`config.mk`:
```
export PLATFORM = sky130hd
export DESIGN_NAME = wb_protocol_monitor
export DESIGN_NICKNAME = d
export VERILOG_FILES = /design/src/rtl/wb_protocol_monitor.sv
export SDC_FILE = /design/constraint.sdc
export NUM_CORES = 1
export LEC_CHECK = 0
export CAP_MARGIN = 10
export CORE_ASPECT_RATIO = 1.1
export CORE_UTILIZATION = 25
export CTS_CLUSTER_SIZE = 20
export DETAILED_ROUTE_END_ITERATION = 10
export PLACE_DENSITY = 0.55
export SETUP_SLACK_MARGIN = 0.2
export SLEW_MARGIN = 5
export SYNTH_ARGS = -nofsm -noshare
export SYNTH_HDL_FRONTEND = slang
export SYNTH_SLANG_ARGS = --single-unit
```
`constraint.sdc`:
```
create_clock -name clk_i -period 5 [get_ports clk_i]
set_input_delay 0.5 -clock clk_i [delete_from_list [all_inputs] [get_ports clk_i]]
set_output_delay 0.5 -clock clk_i [all_outputs]
set_load 0.01 [all_outputs]
```
`src/rtl/wb_protocol_monitor.sv`:
```
// Passive Wishbone B4 pipelined slave-port monitor: tracks in-flight requests and
// flags protocol violations as sticky bits, one-cycle pulses and a maskable interrupt.
module wb_protocol_monitor #(
  parameter int unsigned ADDR_WIDTH      = 16,
  parameter int unsigned DATA_WIDTH      = 32,
  parameter int unsigned GRANULE         = 8,
  parameter int unsigned MAX_OUTSTANDING = 4,
  parameter int unsigned TIMEOUT_CYCLES  = 16,
  parameter int unsigned CNT_WIDTH       = 16,
  localparam int unsigned SEL_WIDTH      = DATA_WIDTH / GRANULE,
  localparam int unsigned OutW           = $clog2(MAX_OUTSTANDING + 1)
) (
  input  logic                  clk_i,
  input  logic                  rst_ni,
  input  logic [ADDR_WIDTH-1:0] adr_i,
  input  logic [DATA_WIDTH-1:0] dat_i,
  input  logic [SEL_WIDTH-1:0]  sel_i,
  input  logic                  we_i,
  input  logic                  stb_i,
  input  logic                  cyc_i,
  input  logic                  ack_o,
  input  logic                  err_o,
  input  logic                  stall_o,
  input  logic                  clr_i,
  input  logic [7:0]            irq_mask_i,
  output logic [7:0]            viol_o,
  output logic [7:0]            viol_pulse_o,
  output logic                  irq_o,
  output logic [OutW-1:0]       outstanding_o,
  output logic [CNT_WIDTH-1:0]  ack_cnt_o,
  output logic [CNT_WIDTH-1:0]  err_cnt_o
);

  localparam int unsigned TmrW = $clog2(TIMEOUT_CYCLES + 1);
  localparam logic [OutW-1:0] OutMax = OutW'(MAX_OUTSTANDING);
  localparam logic [TmrW-1:0] TmrMax = TmrW'(TIMEOUT_CYCLES);
  localparam logic [TmrW-1:0] TmrPre = TmrW'(TIMEOUT_CYCLES - 1);

  logic                  accept, resp, req_changed;
  logic [OutW-1:0]       outst_d, outst_q;
  logic [TmrW-1:0]       timer_d, timer_q;
  logic                  stalled_d, stalled_q;
  logic [ADDR_WIDTH-1:0] adr_q;
  logic [DATA_WIDTH-1:0] dat_q;
  logic [SEL_WIDTH-1:0]  sel_q;
  logic                  we_q;
  logic [7:0]            pulse_d, pulse_q, viol_d, viol_q;
  logic                  irq_d, irq_q;
  logic [CNT_WIDTH-1:0]  ack_cnt_d, ack_cnt_q, err_cnt_d, err_cnt_q;

  assign accept = cyc_i & stb_i & ~stall_o;
  assign resp   = cyc_i & (ack_o | err_o);

  // Compared against the request captured while the slave was stalling.
  assign req_changed = (adr_i != adr_q) | (we_i != we_q) | (sel_i != sel_q) |
                       (we_i & (dat_i != dat_q));

  function automatic logic [CNT_WIDTH-1:0] cnt_next(input logic [CNT_WIDTH-1:0] cnt,
                                                    input logic inc, input logic clr);
    logic [CNT_WIDTH-1:0] base;
    base = clr ? '0 : cnt;
    if (inc && (base != '1)) begin
      base = base + 1'b1;
    end
    return base;
  endfunction

  always_comb begin
    outst_d = outst_q;
    if (!cyc_i) begin
      outst_d = '0;
    end else if (accept && !resp) begin
      if (outst_q != OutMax) outst_d = outst_q + 1'b1;
    end else if (resp && !accept) begin
      if (outst_q != '0) outst_d = outst_q - 1'b1;
    end
  end

  always_comb begin
    timer_d = timer_q;
    if (resp || (outst_q == '0)) begin
      timer_d = '0;
    end else if (timer_q != TmrMax) begin
      timer_d = timer_q + 1'b1;
    end
  end

  always_comb begin
    pulse_d    = '0;
    pulse_d[0] = ack_o & err_o;
    pulse_d[1] = resp & (outst_q == '0);
    pulse_d[2] = stb_i & ~cyc_i;
    pulse_d[3] = stalled_q & cyc_i & (~stb_i | req_changed);
    pulse_d[4] = accept & ~resp & (outst_q == OutMax);
    pulse_d[5] = ~resp & (outst_q != '0) & (timer_q == TmrPre);
    pulse_d[6] = ~cyc_i & (outst_q != '0);
    pulse_d[7] = (ack_o | err_o) & ~cyc_i;
  end

  // A violation in the clearing cycle survives the clear.
  assign viol_d    = (clr_i ? 8'h00 : viol_q) | pulse_d;
  assign irq_d     = |(viol_q & irq_mask_i);
  assign stalled_d = cyc_i & stb_i & stall_o;
  assign ack_cnt_d = cnt_next(ack_cnt_q, resp & ack_o, clr_i);
  assign err_cnt_d = cnt_next(err_cnt_q, resp & err_o, clr_i);

  always_ff @(posedge clk_i or negedge rst_ni) begin
    if (!rst_ni) begin
      outst_q   <= '0;
      timer_q   <= '0;
      stalled_q <= 1'b0;
      adr_q     <= '0;
      dat_q     <= '0;
      sel_q     <= '0;
      we_q      <= 1'b0;
      pulse_q   <= '0;
      viol_q    <= '0;
      irq_q     <= 1'b0;
      ack_cnt_q <= '0;
      err_cnt_q <= '0;
    end else begin
      outst_q   <= outst_d;
      timer_q   <= timer_d;
      stalled_q <= stalled_d;
      if (cyc_i && stb_i) begin
        adr_q <= adr_i;
        dat_q <= dat_i;
        sel_q <= sel_i;
        we_q  <= we_i;
      end
      pulse_q   <= pulse_d;
      viol_q    <= viol_d;
      irq_q     <= irq_d;
      ack_cnt_q <= ack_cnt_d;
      err_cnt_q <= err_cnt_d;
    end
  end

  assign viol_o        = viol_q;
  assign viol_pulse_o  = pulse_q;
  assign irq_o         = irq_q;
  assign outstanding_o = outst_q;
  assign ack_cnt_o     = ack_cnt_q;
  assign err_cnt_o     = err_cnt_q;

endmodule

```
# ---- Word-level counts from Yosys, hierarchy flattened
# Cells that the tools add are included.
dict set report classes {
  addsub 5
  n_eq_ne 13
  muxes 12
  bitwise_logic 29
  reduce_logical 13
}
# op count
set ops {}
lappend ops {{16-bit 2-to-1 mux} 4}
lappend ops {{16-bit by 1-bit adder with 16-bit output (second input constant)} 2}
lappend ops {{16-bit inequality test (second input constant)} 2}
lappend ops {{32-bit inequality test} 1}
lappend ops {{1-bit bitwise AND} 18}
lappend ops {{16-bit inequality test} 1}
lappend ops {{3-bit 2-to-1 mux} 5}
lappend ops {{5-bit 2-to-1 mux} 2}
lappend ops {{8-bit bitwise AND} 1}
lappend ops {{8-bit 2-to-1 mux} 1}
lappend ops {{8-bit OR} 1}
lappend ops {{8-bit OR reduction} 1}
lappend ops {{3-bit by 1-bit inequality test with 1-bit output (second input constant)} 2}
lappend ops {{5-bit by 1-bit adder with 5-bit output (second input constant)} 1}
lappend ops {{5-bit by 4-bit == test with 1-bit output (second input constant)} 1}
lappend ops {{1-bit logical AND} 5}
lappend ops {{5-bit inequality test (second input constant)} 1}
lappend ops {{1-bit OR} 5}
lappend ops {{4-bit inequality test} 1}
lappend ops {{1-bit NOT} 4}
lappend ops {{3-bit by 1-bit adder with 3-bit output (second input constant)} 1}
lappend ops {{3-bit == test (second input constant)} 1}
lappend ops {{3-bit zero test} 1}
lappend ops {{3-bit by 2-bit inequality test with 1-bit output (second input constant)} 1}
lappend ops {{8 further kinds} 9}
dict set report word_totals {
  reg_bits 111
  inputBits 69
  wordCells 84
}

# ---- Longest topological paths before layout
dict set report logic_depth {
  depth_word 7
  ltp_mapped 9
  mapped_depth_nobuf 7
}

# ---- Least setup slack after synthesis
# OpenSTA, ideal clock, no wires.
dict set report synth_path {
  kind {input port to flip-flop}
  startpoint {in clr_i}
  endpoint {reg err_cnt_q[1] (netlist: err_cnt_o[1])}
  arrival_ns 2.218
  required_time_ns 4.875
  setup_slack_ns 2.657
  stages 8
  path_buffers 2
  path_cell_list {clkbuf_1 -> nor2b_1 -> ha_1 -> and3b_1 -> and3b_4 -> buf_6 -> a21oi_1 -> mux2_2}
}
dict set report synth_via {
  elab_chain_len 4
  word_cells_on_any_way 5
  cone_classes {add/sub: 1; eq/ne: 1; mux: 2; reduce/logical: 1}
}
# element line
set synth_lines {}
lappend synth_lines {{start: declaration} 24} ;# input logic clr_i,
lappend synth_lines {{16-bit 2-to-1 mux *} 61} ;# base = clr ? '0 : cnt;
lappend synth_lines {{parallel branches: the longest is 2 deep, another holds 16-bit by 1-bit adder with 16-bit output} -}
lappend synth_lines {{16-bit 2-to-1 mux *} 62} ;# if (inc && (base != '1)) begin
lappend synth_lines {{net err_cnt_d[1]} 49} ;# logic [CNT_WIDTH-1:0] ack_cnt_d, ack_cnt_q, err_cnt_d, err_cnt_q;
lappend synth_lines {{end signal: assignment} 135} ;# err_cnt_q <= err_cnt_d;
lappend synth_lines {{end: declaration} 49}
# Mark *: on every way through the listed nets, which the timed path passes.
# A chain may end at the register's enable or synchronous reset.

# ---- Final worst setup path
dict set report layout_path {
  startpoint {in clr_i}
  endpoint {reg ack_cnt_q[1] (netlist: ack_cnt_o[1])}
}
dict set report layout_via {
  elab_chain_len 4
  word_cells_on_any_way 5
  cone_classes {add/sub: 1; eq/ne: 1; mux: 2; reduce/logical: 1}
}
# element line
set layout_lines {}
lappend layout_lines {{16-bit 2-to-1 mux *} 61}
lappend layout_lines {{parallel branches: the longest is 2 deep, another holds 16-bit by 1-bit adder with 16-bit output} -}
lappend layout_lines {{16-bit 2-to-1 mux *} 62}
lappend layout_lines {{net ack_cnt_d[1]} 49}
lappend layout_lines {{end signal: assignment} 134} ;# ack_cnt_q <= ack_cnt_d;
lappend layout_lines {{end: declaration} 49}
# Marks and branches as above.

==> impl_metrics.tcl <==
set metrics [dict create \
    hp-class "input pin to async pin" \
    syn_nets 541 \
    core_um2 21300 \
    routed_wirelength_mm 12.48 \
    nets 662 \
    r2r-start "ack_cnt_o[1]" \
    fin_worst_skew_ns 0.003085 \
    grt.overflow.total 0 \
    syn2layout_area_growth_pct 34.13 \
    critPathMaxFanout 16 \
    dieArea_um2 22290 \
    crit_top_cell "and3_1" \
    fin_crit_sh 0.5464 \
    p_switching_uw 608.1 \
    ir_worst_vdd_mv 0.1587 \
    p_leak_uw 0.002873 \
    grt_pass1_vias 4053 \
    cp_cell_sequence "clkdlybuf4s50_1, nor2b_1, ha_1, and3_1, and3_1, a21oi_1, mux2_2" \
    hpwlAfterDp_mm 9.327 \
    hold_buffers 0 \
    yosysTopAreaCellShare 0.5120 \
    gp_congestion 0.8397 \
    drt_iter0_drc 131 \
    rows 56 \
    yosysSeqAreaShare 0.5120 \
    hold_viol 0 \
    clk-insertion-delay-late_ns 0.34 \
    synthCells 466 \
    drc 0 \
    numCtsBuffers 9 \
    tightest_slew_ns 0.8932 \
    cts_resized 0 \
    max_freq_mhz 366.1 \
    num_antenna_cells 0 \
    max_stage_delay_ns 0.87 \
    startpoint_type "input pin" \
    vias 3882 \
    cts_setup_buffers 0 \
    drive_gt1_frac 0.1356 \
    die_y_um 156.5 \
    syn_area_um2 5425 \
    status "completed" \
    die_w_um 142.5 \
    antenna_found_initial 0 \
    postLayoutCoreUtil 0.3416 \
    synth_seq_cells 111 \
    grt_pass1_wl_mm 20.76 \
    period_minus_slack_ns 2.732 \
    worst-r2r-setup-slack_ns 2.88 \
    intPower_uw 1740 \
    cp.required_ns 5.23 \
    synthTopCellsByArea "dfrtp_1 51%, mux2_2 11%, xnor2_1 11%" \
    io_buffer_count 120 \
    grtUsageTotal 0.1199 \
    antenna_left 0 \
    switching_share 0.2590 \
    htreeDepth 3 \
    seqPwrFrac 0.465 \
    reg2regPathDepth 6 \
    worstSetupPathType "input pin to flop" \
    final_cell_mix "119 x clkdlybuf4s50_1, 111 x dfrtp_1, 70 x xnor2_1" \
    wl_per_cell_um 14.18 \
    setup.worst_path.start "clr_i" \
    final_common_cell "clkdlybuf4s50_1" \
    syn_avg_cell_area_um2 11.64 \
    arrival_ns 2.96 \
    path_clk_slew_ns 0.07 \
    cts_tree "built" \
    ioPinCount 121 \
    maxCapViolations 0 \
    numClockSinks 111 \
    vias_per_cell 4.411 \
    tns_ns 0 \
    grt_max_degree 71 \
    drv_slew 0 \
    synth_edf_count 0 \
    rsz0062_at_grt "no" \
    clk_path_buf_depth 2 \
    start_util 0.2547 \
    setup_viol 0 \
    ys.flop_type "dfrtp_1" \
    cts_root_buf "clkbuf_16" \
    async_flop_share 1.000 \
    power_frac_clock 0.334 \
    firstDrtPassIters 5 \
    yosys_warnings 0 \
    synth_cell_type_count 43 \
    power-per-cell-area_nw_per_um2 322.6 \
    slowest_stage "clkdlybuf4s50_1" \
    combPwrFrac 0.202 \
    end_kind "flop" \
    yosys.area.top_type "dfrtp_1" \
    slew_headroom 0.4046 \
]
[layer usage]
metal / part of all wire / vias to the layer above / track usage
met1: 0.43 / 1885 / 0.1423
met3: 0.058 / 16 / 0.03029
met5: 0 / - / 0
met4: 0.019 / 0 / 0.04916
li1: - / 1872 / -
met2: 0.49 / 109 / 0.2056
[cell type report]
cell class / count / area (um^2)
clock inverter: 3 / 67.56
inverter: 11 / 41.29
sequential: 111 / 2778
tap: 290 / 362.8
fill: 2158 / 14020
timing repair buffer: 124 / 1229
clock buffer: 11 / 252.7
multi-input combinational: 330 / 2546
[Yosys cell counts (2+ instances only)]
master,number
a2111oi_4,2
a211oi_1,4
a21o_1,8
a21oi_1,5
a22oi_1,4
and2_1,5
and3_1,11
and3b_1,3
buf_2,2
clkbuf_1,11
dfrtp_1,111
ha_1,5
inv_1,11
mux2_2,55
nand2_1,28
nand3_1,12
nand4_1,20
nand4b_1,4
nor2_1,32
nor2b_1,10
nor3_1,6
nor4_1,8
o2111ai_1,2
o21ai_0,3
o41ai_1,2
or3_1,2
xnor2_1,70
xor2_1,15
[kinds of logic after synthesis]
family                     synth area share
and+or+nand+nor                      0.1437
DFF                                  0.5120
xor gates and xnor gates             0.1372
muxes                                0.1160
AOI/OAI and AO/OA                   0.05674
buffers and inverters               0.01914
adders and majority gates           0.01522
[metrics by stage]
stage | worst slack [ns] | total power [uW] | hold slack, ns | std cells | area [um^2]
CTS | 2.300 | 2390 | 0.3023 | 880 | 7277
global route | 2.136 | 2485 | 0.3602 | 880 | 7277
global placement | 1.958 | 1567 | 0.4879 | 866 | 6957
floorplan | 2.657 | 1364 | 0.2044 | 466 | 5425
detailed placement | 1.914 | 1591 | 0.5029 | 866 | 6957
finish | 2.268 | 2348 | 0.2655 | 880 | 7277
[registers in the layout, indices dropped and copies added (netlist names)]
signal	count
timer_q	5
ack_cnt_o	16
irq_o	1
stalled_q	1
viol_pulse_o	8
err_cnt_o	16
sel_q	4
adr_q	16
dat_q	32
viol_o	8
outstanding_o	3
we_q	1
[critical path: cells and delay by family]
family | cells | cell delay, ns
buffers and inverters | 1 | 0.87
and+or+nand+nor | 3 | 0.57
muxes | 1 | 0.39
AOI/OAI and AO/OA | 1 | 0.35
adders and majority gates | 1 | 0.27
[power by group through the flow]
stage | sequential, uW | clock (uW) | combinational, uW
after global routing | 1110 | 849 | 531
after floorplan | 1100 | 0 | 260
final | 1090 | 784 | 473
after CTS | 1090 | 814 | 484
after global placement | 1100 | 0 | 466
after detailed placement | 1110 | 0 | 481
[worst paths after layout]
kind / to
worst max-delay path: ack_cnt_o[1]
worst min-delay path: viol_pulse_o[2]
worst max register to register: ack_cnt_o[1]
worst min register to register: viol_o[6]
max in group asynchronous: dat_q[31]
min in group clk_i: viol_o[6]
Power figures use the tool's default switching activity.
